===== src/rtl/aes_dec_round_sequencer.sv =====
// aes_dec_round_sequencer: iterative AES inverse-cipher control. Takes one
// ciphertext per handshake, walks round keys NR..0 from a 1-cycle sync-read
// key store, feeds the shared inverse-round datapath once per clock and
// returns the plaintext.
// Ports:
//   clk, rst                      clock, async active-high reset
//   in_valid/in_ready/in_ciphertext   ciphertext stream in
//   rk_addr/rk_data               round-key read address (registered) / data
//   dp_state/dp_last/dp_result    inverse-round datapath link
//   out_valid/out_ready/out_plaintext plaintext stream out
//   busy                          high whenever not IDLE
//   abort                         only with AES_DEC_ABORT_EN: drop the block
// Optional feature macro: AES_DEC_ABORT_EN
module aes_dec_round_sequencer #(
    parameter int NR     = 10,
    parameter int ADDR_W = 4
) (
    input  logic              clk,
    input  logic              rst,
`ifdef AES_DEC_ABORT_EN
    input  logic              abort,
`endif
    input  logic              in_valid,
    output logic              in_ready,
    input  logic [127:0]      in_ciphertext,
    output logic [ADDR_W-1:0] rk_addr,
    input  logic [127:0]      rk_data,
    output logic [127:0]      dp_state,
    output logic              dp_last,
    input  logic [127:0]      dp_result,
    output logic              out_valid,
    input  logic              out_ready,
    output logic [127:0]      out_plaintext,
    output logic              busy
);

    typedef enum logic [2:0] {
        S_IDLE,
        S_FETCH,
        S_ADDK,
        S_ROUND,
        S_FINAL,
        S_DONE
    } state_t;

    localparam logic [ADDR_W-1:0] RK_NR  = ADDR_W'(NR);
    localparam logic [ADDR_W-1:0] RK_NR1 = ADDR_W'(NR - 1);
    localparam logic [ADDR_W-1:0] RK_NR2 = ADDR_W'(NR - 2);
    localparam logic [ADDR_W-1:0] ONE    = ADDR_W'(1);

    state_t              fsm_q, fsm_d;
    logic [ADDR_W-1:0]   rk_addr_q, rk_addr_d;
    logic [ADDR_W-1:0]   round_cnt_q, round_cnt_d;
    logic [127:0]        ct_q, ct_d;
    logic [127:0]        state_q, state_d;
    logic                out_valid_q, out_valid_d;
    logic                abort_w;

`ifdef AES_DEC_ABORT_EN
    assign abort_w = abort;
`else
    assign abort_w = 1'b0;
`endif

    always_ff @(posedge clk or posedge rst) begin
        if (rst) begin
            fsm_q       <= S_IDLE;
            rk_addr_q   <= '0;
            round_cnt_q <= '0;
            ct_q        <= '0;
            state_q     <= '0;
            out_valid_q <= 1'b0;
        end else begin
            fsm_q       <= fsm_d;
            rk_addr_q   <= rk_addr_d;
            round_cnt_q <= round_cnt_d;
            ct_q        <= ct_d;
            state_q     <= state_d;
            out_valid_q <= out_valid_d;
        end
    end

    always_comb begin
        fsm_d       = fsm_q;
        rk_addr_d   = rk_addr_q;
        round_cnt_d = round_cnt_q;
        ct_d        = ct_q;
        state_d     = state_q;
        out_valid_d = out_valid_q;
        in_ready    = 1'b0;
        dp_last     = 1'b0;

        unique case (fsm_q)
            S_IDLE: begin
                in_ready = 1'b1;
                if (in_valid) begin
                    ct_d      = in_ciphertext;
                    rk_addr_d = RK_NR;
                    fsm_d     = S_FETCH;
                end
            end
            // Key NR is in flight from the store; queue key NR-1 behind it.
            S_FETCH: begin
                rk_addr_d = RK_NR1;
                fsm_d     = S_ADDK;
            end
            S_ADDK: begin
                state_d     = ct_q ^ rk_data;
                rk_addr_d   = RK_NR2;
                round_cnt_d = RK_NR1;
                fsm_d       = S_ROUND;
            end
            // Address runs one key ahead of the data; it bottoms out at 0
            // so key 0 is still presented for FINAL.
            S_ROUND: begin
                state_d     = dp_result;
                round_cnt_d = round_cnt_q - ONE;
                if (rk_addr_q != '0) begin
                    rk_addr_d = rk_addr_q - ONE;
                end
                if (round_cnt_q == ONE) begin
                    fsm_d = S_FINAL;
                end
            end
            S_FINAL: begin
                dp_last     = 1'b1;
                state_d     = dp_result;
                out_valid_d = 1'b1;
                fsm_d       = S_DONE;
            end
            // A new block may enter on the same edge the result leaves.
            S_DONE: begin
                in_ready = out_ready;
                if (out_ready) begin
                    out_valid_d = 1'b0;
                    fsm_d       = S_IDLE;
                    if (in_valid) begin
                        ct_d      = in_ciphertext;
                        rk_addr_d = RK_NR;
                        fsm_d     = S_FETCH;
                    end
                end
            end
            default: begin
                fsm_d = S_IDLE;
            end
        endcase

        // Abort wins over any handshake in the same cycle; IDLE ignores it.
        if (abort_w && (fsm_q != S_IDLE)) begin
            fsm_d       = S_IDLE;
            out_valid_d = 1'b0;
            rk_addr_d   = '0;
            ct_d        = ct_q;
            in_ready    = 1'b0;
        end
    end

    assign rk_addr       = rk_addr_q;
    assign dp_state      = state_q;
    assign out_plaintext = state_q;
    assign out_valid     = out_valid_q;
    assign busy          = (fsm_q != S_IDLE);

endmodule


===== config.mk =====
export PLATFORM = sky130hd
export DESIGN_NAME = aes_dec_round_sequencer
export DESIGN_NICKNAME = d
export VERILOG_FILES = /design/src/rtl/aes_dec_round_sequencer.sv
export SDC_FILE = /design/constraint.sdc
export NUM_CORES = 1
export LEC_CHECK = 0
export ABC_AREA = 1
export ABC_CLOCK_PERIOD_IN_PS = 19600
export BUFFER_PORTS_ARGS = -buffer_cell sky130_fd_sc_hd__buf_2
export CORE_AREA = 2 2 253 255
export DETAILED_ROUTE_END_ITERATION = 10
export DIE_AREA = 0 0 255 257
export PLACE_DENSITY = 0.41
export SYNTH_ARGS = -nofsm -noshare
export SYNTH_HDL_FRONTEND = slang
export SYNTH_SLANG_ARGS = --single-unit

===== constraint.sdc =====
create_clock -name clk -period 19.6 [get_ports clk]
set_clock_uncertainty 0.15 [all_clocks]
set_input_delay 3.92 -clock clk [delete_from_list [all_inputs] [get_ports clk]]
set_output_delay 3.92 -clock clk [all_outputs]
set_load 0.02 [all_outputs]

==> impl_metrics.ini, run 1 <==
[run_status]
status = finished, final reports clean

[worst_setup_path]
end_kind = output port
max_stage_delay_ns = 0.17
crit_type = primary input to output port
timing.critical_path.buf_inv = 2
cp-start-kind = primary input
worstPathRequired_ns = 15.53
arrival_ns = 4.42
cpLargestDelayFamily = buffers and inverters
cp_common_cell = buf_2
path_cells = buf_2 > nand2_1 > nand2_4 > buf_2
cp_slowest_cell = buf_2
critPathMaxFanout = 3

[timing]
worst_pin_slew_ns = 1.008
rsz0062_at_grt = false
fin_setup_tns_ns = 0
finalCritPeriodShare = 0.4330
fmax_mhz = 117.8
finalCriticalPeriod_ns = 8.486
layout_setup_ws_ns = 11.11
relSlewSlack = 0.3279
setup_viol = 0
maxSlewViolCount = 0
hold_viol_final = 0

[yosys]
synth_top_family_by_area = simple AND/OR/NAND/NOR gates
syn_inst = 1737
ys_warn_count = 0
synthArstFlopShare = 1.000
synth_common_cells = nand2_1 (498), dfrtp_1 (268), buf_4 (150), inv_1 (141), o21ai_1 (140)
synth_area_per_cell_um2 = 8.391
ys_top_cells_by_area = dfrtp_1 (46%), nand2_1 (13%), xor2_1 (7.8%)
synthMostInstantiatedCell = nand2_1
synth_edf_count = 0
synthFlopType = dfrtp_1
synth-seq-cells = 268
synth_nets = 2128
synth-compound-area-share = 0.1029
synth_cell_types = 30
synth_top_area_share = 0.4601
synthMuxAreaShare = 0
syn_area_mm2 = 0.01458
synth_area_leader_cell = dfrtp_1
ys_seq_area_frac = 0.4601
yosys.area_share.adder = 0.002575
synthXorXnorAreaFrac = 0.07752
synthSimpleGateAreaFrac = 0.2030

[floorplanning]
die_w_um = 255
core_area_mm2 = 0.06274
start_util = 0.2323
die_h_um = 257
die_area_mm2 = 0.06554
rows = 92
ioPinCount = 652

[flow_run]
maxCapViolCount = 0

[drt]
routedWlPerCell_um = 16.11
first_iter_violations = 600
drtPass1Iterations = 5
drt.antenna.violating_nets = 0
routed_via_density = 4.065
vias = 12560
wl_mm = 49.78
drt_drc_violations_left = 0

[grt]
grtUsageMet2 = 0.2591
groute.usage.overall = 0.1472
grt.overflow.total = 0
grt_max_degree = 99
antenna_found_initial = 13
grt_pass1_wl_mm = 74.61
grtUsageMet3 = 0.03510
grt_util_met1 = 0.1789
grt_pass1_vias = 12260
busiest_layer = met2

[place]
dp_slack_ns = 11.11
gp_congestion = 0.7977
dpl_cell_area_mm2 = 0.01731
io_buffers = 651
place.detailed.hpwl_mm = 35.62

[clocking]
cts_setup_buffers = 0
cts_resized = 0
clkTransAtPathRegs_ns = 0.06
cts_tree = built
clk_latency_ns = 0.54
hold_buffers = 0
h-tree-depth = 2
cts_buffers = 36
cts_root_buffer = clkbuf_16
clockBufferDepth = 3
cts.sinks = 268

[pwr]
powerDensity_mw_per_mm2 = 184.0
p_leak_nw = 10.07
vdd.ir_drop.worst_mv = 0.07974

[cells_and_area]
final_layout_size_suffix_gt1_frac = 0.3640
final_area_mm2 = 0.01843
area_growth_pct = 26.46
finalNetCount = 2601
fillerInstances = 6942

[hold_path]
min_path_type = flip-flop to flip-flop
-- path summary, 6_finish.rpt --
check	from	to	slack (ns)	depth (start not counted)
hold reg to reg	ct_q[80]	ct_q[80]	0.34	2
setup reg to reg	fsm_q[2]	ct_q[124]	16.40	8
setup / recovery	out_ready	in_ready	11.11	4
min in group asynchronous	rst	dp_state[111]	3.28	2
max in group asynchronous	rst	ct_q[90]	13.70	4
hold / removal	ct_q[80]	ct_q[80]	0.34	2
-- per-stage QoR --
| step | total power [mW] | std cells | utilization | hold slack [ns] |
|---|---|---|---|---|
| finish | 3.391 | 3089 | 0.2938 | 0.3391 |
| global route | 3.685 | 3088 | 0.2938 | 0.3577 |
| floorplan | 2.489 | 1737 | - | 0.3108 |
| CTS | 3.470 | 3082 | 0.2935 | 0.3259 |
| global placement | 2.794 | 3018 | 0.2759 | 0.3178 |
| detailed placement | 2.817 | 3018 | 0.2759 | 0.3117 |
-- where the power goes --
group	switching, mW	internal (mW)	total (mW)
clock network	0.263	0.366	0.629
registers	0.244	0.837	1.08
logic	1.12	0.561	1.68
-- cell type report --
type	instances	area, µm²	share of cell area
Inverter	144	555.5	0.03014
Clock inverter	13	77.57	0.004209
Timing Repair Buffer	663	3351	0.1818
Clock buffer	51	1028	0.05580
Multi-Input combinational cell	1097	5637	0.3058
Tap cell	846	1059	0.05743
Sequential cell	268	6706	0.3639
Antenna cell	7	17.52	0.0009504
-- state kept, by name, indices dropped and copies added (netlist names) --
| name | cells |
|---|---|
| rk_addr | 4 |
| ct_q | 128 |
| out_valid | 1 |
| dp_state | 128 |
| round_cnt_q | 4 |
| fsm_q | 3 |
-- logic make-up (layout without fill, tap and decap cells) --
| logic type | after synthesis | count (layout) |
|---|---|---|
| xor gates and xnor gates | 129 | 129 |
| AOI/OAI and AO/OA | 268 | 268 |
| and+or+nand+nor | 697 | 697 |
| other | 0 | 7 |
| buffers and inverters | 372 | 871 |
| adders and majority gates | 3 | 3 |
| DFF | 268 | 268 |
-- worst min-delay path, delay by kind of cell, from the launching register on --
| kind | cells | cell delay, ns |
|---|---|---|
| DFF | 1 | 0.35 |
| and+or+nand+nor | 2 | 0.11 |
-- routing by layer --
metal	share of wire	vias to the layer above
li1	-	6305
met1	0.41	5829
met2	0.51	357
met3	0.061	56
met4	0.016	10
met5	0.0014	-
-- layout by cell type (no fill, tap or decap), types with 2 or more instances in the layout --
master / n
buf_2: 650
nand2_1: 498
dfrtp_1: 268
inv_1: 140
o21ai_1: 140
nand3_1: 134
xor2_1: 129
o21ai_0: 84
nand2_2: 42
o21ai_2: 40
clkbuf_16: 37
buf_4: 13
nor2_1: 12
clkbuf_1: 9
clkinv_2: 9
diode_2: 7
clkbuf_8: 5
nand2_4: 4
ha_1: 3
inv_2: 2
inv_8: 2
o22ai_1: 2
nand4_1: 2
inv_6: 2
clkinvlp_4: 2
Note: power is estimated with default switching activity, not from simulation.
==> run 2: changes to the inputs <==
==> config.mk (replaced) <==
export PLATFORM = sky130hd
export DESIGN_NAME = aes_dec_round_sequencer
export DESIGN_NICKNAME = d
export VERILOG_FILES = /design/src/rtl/aes_dec_round_sequencer.sv
export SDC_FILE = /design/constraint.sdc
export NUM_CORES = 1
export LEC_CHECK = 0
export ABC_AREA = 0
export ABC_CLOCK_PERIOD_IN_PS = 7400
export BUFFER_PORTS_ARGS = -buffer_cell sky130_fd_sc_hd__buf_2
export CORE_AREA = 2 2 251 253
export DETAILED_ROUTE_END_ITERATION = 10
export DIE_AREA = 0 0 253 255
export PLACE_DENSITY = 0.45
export SYNTH_ARGS = -nofsm -noshare
export SYNTH_HDL_FRONTEND = slang
export SYNTH_SLANG_ARGS = --single-unit
==> constraint.sdc (replaced) <==
create_clock -name clk -period 7.4 [get_ports clk]
set_clock_uncertainty 0.15 [all_clocks]
set_input_delay 1.48 -clock clk [delete_from_list [all_inputs] [get_ports clk]]
set_output_delay 1.48 -clock clk [all_outputs]
set_load 0.02 [all_outputs]
==> run 2 against run 1 <==
Compared with the run above: global-route usage rose by 1.6 points; combinational power rose to 2.8 times the previous value; clock power rose to 3.0 times the previous value; flip-flop and latch count did not move; count of clock-buffer cells in the layout rose by 2; largest power group unchanged.
==> impl_metrics.ini, run 2 <==
[run_status]
status = finished, final reports clean

[place]
io_buffers = 651
place_inst = 2572
place.detailed.hpwl_mm = 37.68
gp_congestion = 0.7875
dp_slack_ns = 3.482

[flow_run]
maxCapViolCount = 0

[worst_setup_path]
arrival_ns = 2.18
cpLargestDelayFamily = buffers and inverters
regToRegSetupSlack_ns = 4.30
cp-start-kind = primary input
worstPathRequired_ns = 5.77
critPathMaxFanout = 5
r2r_end = ct_q[27]
cp_slowest_cell = o21a_1
cp_num_cells = 4
worstRegToRegCells = 5
max_stage_delay_ns = 0.21
crit_type = primary input to output port
crit_end = in_ready
end_kind = output port
timing.critical_path.buf_inv = 2
path_cells = buf_2 > and3_4 > o21a_1 > buf_2
setup.worst_path.start = out_ready
cp_common_cell = buf_2
r2r_start = fsm_q[0]

[yosys]
ys_seq_area_frac = 0.4391
ys_warn_count = 0
synth_area_per_cell_um2 = 11.31
synthArstFlopShare = 1.000
synth_common_cells = dfrtp_1 (268), o221ai_1 (256), buf_4 (134), a21oi_1 (131), nor2_1 (131)
synth_cell_types = 44
ys_top_cells_by_area = dfrtp_1 (44%), o221ai_1 (15%), mux2_4 (12%)
synth-seq-cells = 268
synth_area_leader_cell = dfrtp_1
synth_edf_count = 0
synth_top_area_share = 0.4391
synthMostInstantiatedCell = dfrtp_1
synthFlopType = dfrtp_1
syn_area_mm2 = 0.01527
synth_nets = 1742
syn_inst = 1351

[pwr]
p_leak_nw = 9.363
vdd.ir_drop.worst_mv = 0.2770
powerDensity_mw_per_mm2 = 493.8

[floorplanning]
die_area_mm2 = 0.06452
core_area_mm2 = 0.06216
die_w_um = 253
rows = 92
start_util = 0.2457
ioPinCount = 652
die_h_um = 255

[clocking]
cts_buffers = 38
hold_buffers = 0
cts_tree = built
clk_latency_ns = 0.55
cts.sinks = 268
cts_resized = 0
h-tree-depth = 2
clockBufferDepth = 3
cts_root_buffer = clkbuf_16
clkTransAtPathRegs_ns = 0.05
cts_setup_buffers = 0

[drt]
drtPass1Iterations = 5
drt_drc_violations_left = 0
routedWlPerCell_um = 21.19
routed_via_density = 4.940
drt.antenna.violating_nets = 0
first_iter_violations = 714
wl_mm = 56.09
vias = 13080

[timing]
fin_setup_tns_ns = 0
setup_viol = 0
fmax_mhz = 262.8
finalCriticalPeriod_ns = 3.805
layout_setup_ws_ns = 3.595
holdWs_ns = 0.3664
finalCritPeriodShare = 0.5142
relSlewSlack = 0.2646
rsz0062_at_grt = false
worst_pin_slew_ns = 1.103
maxSlewViolCount = 0
hold_viol_final = 0

[cells_and_area]
fillerInstances = 6504
finalNonFillerCells = 2647
mostFrequentLayoutCells = buf_2 (651), dfrtp_1 (266), o221ai_1 (256)
finalNetCount = 2204
area_growth_pct = 26.56
final_common_cell = buf_2
final_layout_size_suffix_gt1_frac = 0.4701
utilization = 0.3110

[grt]
grt_max_degree = 155
grt.overflow.total = 0
grt_pass1_vias = 12910
grt_pass1_wl_mm = 81.06
antenna_found_initial = 15
groute.usage.overall = 0.1631

[hold_path]
min_path_type = flip-flop to flip-flop
-- run 2: changes by cell type after synthesis, sizes merged, moves of 4 or more --
cell	previous run	this run
clkbuf	25	42
a21oi	0	131
o221ai	0	256
inv	144	9
nand3	134	1
mux2	0	128
o21ai	264	8
nand2b	0	4
nor2	15	132
nand2	545	3
-- run 2: cells by family after synthesis --
logic type      Yosys count  synth area share
buf+inv                 255            0.1146
flops                   268            0.4391
xor+xnor                129           0.07447
mux                     128            0.1239
fa+ha+maj                 3          0.002458
compound gates          411            0.2019
simple gates            157           0.04366
-- run 2: final cells by class --
cell class	count	area [µm²]	area share
Tap cell	799	999.7	0.05172
Antenna cell	10	25.02	0.001295
Clock inverter	12	193.9	0.01003
Multi-Input combinational cell	828	6843	0.3540
Sequential cell	268	6714	0.3473
Clock buffer	53	1091	0.05644
Timing Repair Buffer	668	3423	0.1771
Inverter	9	40.04	0.002071
-- run 2: worst register-to-register path: cells and delay by family, from the launching register on --
family	cells	cell delay (ns)
compound gates	1	0.21
buf+inv	2	1.22
flops	1	0.70
mux	1	0.41
simple gates	1	0.27
-- run 2: worst min path at each step --
stage              startpoint  depth (start not counted)              to  slack [ns]
5_1_grt             ct_q[119]                          1       ct_q[119]        0.38
3_3_place_gp   round_cnt_q[1]                          2  round_cnt_q[1]        0.34
3_5_place_dp   round_cnt_q[1]                          2  round_cnt_q[1]        0.35
2_1_floorplan  round_cnt_q[1]                          2  round_cnt_q[1]        0.31
4_1_cts        round_cnt_q[1]                          2  round_cnt_q[1]        0.36
6_report       round_cnt_q[1]                          2  round_cnt_q[1]        0.37
-- run 2: per-stage QoR --
step	area (µm²)	total power [mW]
6_report	19330	9.545
3_5_place_dp	18020	7.675
3_3_place_gp	18020	7.598
5_1_grt	19320	10.18
4_1_cts	19300	9.653
2_1_floorplan	15280	6.570
-- run 2: routing by layer --
metal | share of wire | routed length (µm) | vias to the layer above | global-route usage
met5 | 0.0018 | 101 | - | 0
met4 | 0.020 | 1114 | 16 | 0.04717
met3 | 0.067 | 3783 | 85 | 0.03915
met2 | 0.49 | 27720 | 495 | 0.2753
met1 | 0.42 | 23370 | 6588 | 0.2071
li1 | - | - | 5893 | -
-- run 2: power breakdown --
| part | internal, mW | switching [mW] |
|---|---|---|
| combinational | 1.84 | 2.78 |
| clock | 1.20 | 0.714 |
| sequential | 2.23 | 0.779 |
| total | 5.27 | 4.27 |
==> run 3: changes to the inputs <==
==> config.mk (replaced) <==
export PLATFORM = sky130hd
export DESIGN_NAME = aes_dec_round_sequencer
export DESIGN_NICKNAME = d
export VERILOG_FILES = /design/src/rtl/aes_dec_round_sequencer.sv
export SDC_FILE = /design/constraint.sdc
export NUM_CORES = 1
export LEC_CHECK = 0
export ABC_AREA = 1
export ABC_CLOCK_PERIOD_IN_PS = 3290
export BUFFER_PORTS_ARGS = -buffer_cell sky130_fd_sc_hd__buf_2
export CORE_AREA = 2 2 253 255
export DETAILED_ROUTE_END_ITERATION = 10
export DIE_AREA = 0 0 255 257
export PLACE_DENSITY = 0.43
export SYNTH_ARGS = -nofsm -noshare
export SYNTH_HDL_FRONTEND = slang
export SYNTH_SLANG_ARGS = --single-unit
==> constraint.sdc (replaced) <==
create_clock -name clk -period 3.29 [get_ports clk]
set_clock_uncertainty 0.15 [all_clocks]
set_input_delay 0.658 -clock clk [delete_from_list [all_inputs] [get_ports clk]]
set_output_delay 0.658 -clock clk [all_outputs]
set_load 0.02 [all_outputs]
==> run 3 against run 2 <==
Compared with the run above: total power grew 110%; final cell count rose by 17%; core utilization is 1.3 points lower; flip-flop and latch count unchanged; worst hold slack got worse by 0.17 ns; sequential share of layout area grew 1.2 points; wire length is 9.7% lower; combinational power rose by 120%; critical path depth rose by 1.
==> impl_metrics.ini, run 3 (synthesis results as in run 1) <==
[pwr]
powerDensity_mw_per_mm2 = 1098
p_leak_nw = 10.18
vdd.ir_drop.worst_mv = 0.5368

[cells_and_area]
finalNonFillerCells = 3108
finalNetCount = 2621
final_common_cell = buf_2
area_growth_pct = 28.07
final_area_mm2 = 0.01867
mostFrequentLayoutCells = buf_2 (650), nand2_1 (498), dfrtp_1 (268)
final_layout_size_suffix_gt1_frac = 0.3685

[timing]
hold_viol_final = 0
fmax_mhz = 370.2
relSlewSlack = 0.4466
setup_viol = 0
maxSlewViolCount = 0
finalCritPeriodShare = 0.8210
holdWs_ns = 0.1964
rsz0062_at_grt = false
worst_pin_slew_ns = 0.8301
finalCriticalPeriod_ns = 2.701

[worst_setup_path]
r2r_end = ct_q[37]
worstRegToRegCells = 7
setup.worst_path.start = fsm_q[2]
cp-start-kind = flip-flop
end_kind = output port
r2r_start = fsm_q[2]
cp_num_cells = 5
crit_end = in_ready
arrival_ns = 1.89
cpLargestDelayFamily = flip-flops
path_cells = inv_2 > nor2_2 > nand2_1 > nand2_4 > buf_2
timing.critical_path.buf_inv = 2
critPathMaxFanout = 8
cp_slowest_cell = dfrtp_1
worstPathRequired_ns = 2.48
crit_type = flip-flop to output port
regToRegSetupSlack_ns = 0.95
max_stage_delay_ns = 0.61

[clocking]
cts_resized = 0
hold_buffers = 1
cts_tree = built
h-tree-depth = 2
cts_root_buffer = clkbuf_16
clkTransAtPathRegs_ns = 0.06
clockBufferDepth = 3
clk_latency_ns = 0.53
cts.sinks = 268
cts_setup_buffers = 0
cts_buffers = 35

[place]
place_inst = 3038
io_buffers = 651
gp_congestion = 0.8048
dpl_cell_area_mm2 = 0.01756
place.detailed.hpwl_mm = 37.76

[floorplanning]
die_w_um = 255
die_h_um = 257
rows = 92
start_util = 0.2323
die_area_mm2 = 0.06554
ioPinCount = 652
core_area_mm2 = 0.06274

[grt]
grt_max_degree = 96
grt_pass1_vias = 12650
grt.overflow.total = 0
antenna_found_initial = 11
grt_pass1_wl_mm = 76.28
groute.usage.overall = 0.1501

[drt]
drtPass1Iterations = 6
routedWlPerCell_um = 16.30
drt_drc_violations_left = 0
wl_mm = 50.66
drt.antenna.violating_nets = 0
first_iter_violations = 562
vias = 12660
routed_via_density = 4.072

[run_status]
status = finished, final reports clean

[hold_path]
min_path_type = primary input to flip-flop
min_from = in_ciphertext[62]

[flow_run]
maxCapViolCount = 0
[run 3: changes by cell type in the layout (fill, tap and decap cells not counted), moves of 11 or more]
| cell | previous run | this run |
|---|---|---|
| buf_4 | 14 | 25 |
| mux2_4 | 120 | 0 |
| nand3_1 | 1 | 134 |
| o21ai_0 | 8 | 84 |
| o221ai_1 | 256 | 0 |
| a21oi_1 | 131 | 0 |
| o21ai_1 | 0 | 140 |
| nor2_1 | 131 | 12 |
| nand2_1 | 3 | 498 |
| o21ai_2 | 0 | 40 |
| inv_1 | 7 | 140 |
| nand2_2 | 0 | 42 |
[run 3: worst min-delay path, delay by kind of cell]
| family | cells | cell delay (ns) |
|---|---|---|
| buffers and inverters | 1 | 0.07 |
| AND/OR/NAND/NOR | 2 | 0.12 |
[run 3: worst min-delay path by stage]
| stage | depth (start not counted) | to | slack [ns] |
|---|---|---|---|
| 4_1_cts | 3 | ct_q[107] | 0.15 |
| 3_3_place_gp | 2 | out_valid | 0.32 |
| 5_1_grt | 3 | ct_q[62] | 0.17 |
| 3_5_place_dp | 2 | out_valid | 0.32 |
| 2_1_floorplan | 2 | ct_q[0] | 0.31 |
| 6_report | 3 | ct_q[62] | 0.20 |
[run 3: stage by stage]
step           TNS, ns    util  worst slack [ns]  total power, mW
6_report             0  0.2975            0.5890            20.49
5_1_grt              0  0.2975            0.4263            22.24
4_1_cts              0  0.2973            0.5396            20.88
3_5_place_dp         0  0.2800            0.9554            17.04
3_3_place_gp         0  0.2800             1.016            16.90
2_1_floorplan  -283.40       -            -1.057            14.83
[run 3: final cells by class]
type / count / area, µm²
Fill cell: 6879 / 44070
Timing Repair Buffer: 684 / 3611
Sequential cell: 268 / 6706
Multi-Input combinational cell: 1097 / 5645
Inverter: 144 / 551.8
Antenna cell: 7 / 17.52
Clock buffer: 49 / 968.4
Clock inverter: 13 / 107.6
Tap cell: 846 / 1059
[run 3: per-layer routing]
metal,GRT usage,vias up,wire [µm]
li1,-,6331,-
met1,0.1821,5884,20990
met2,0.2650,378,25540
met3,0.03500,58,3187
met4,0.03817,6,893
met5,0,-,44
[run 3: power by group]
group | leakage [nW] | internal, mW | switching [mW]
sequential | 3.29 | 4.98 | 1.47
combinational | 6.35 | 3.51 | 6.80
clock | 0.537 | 2.15 | 1.58
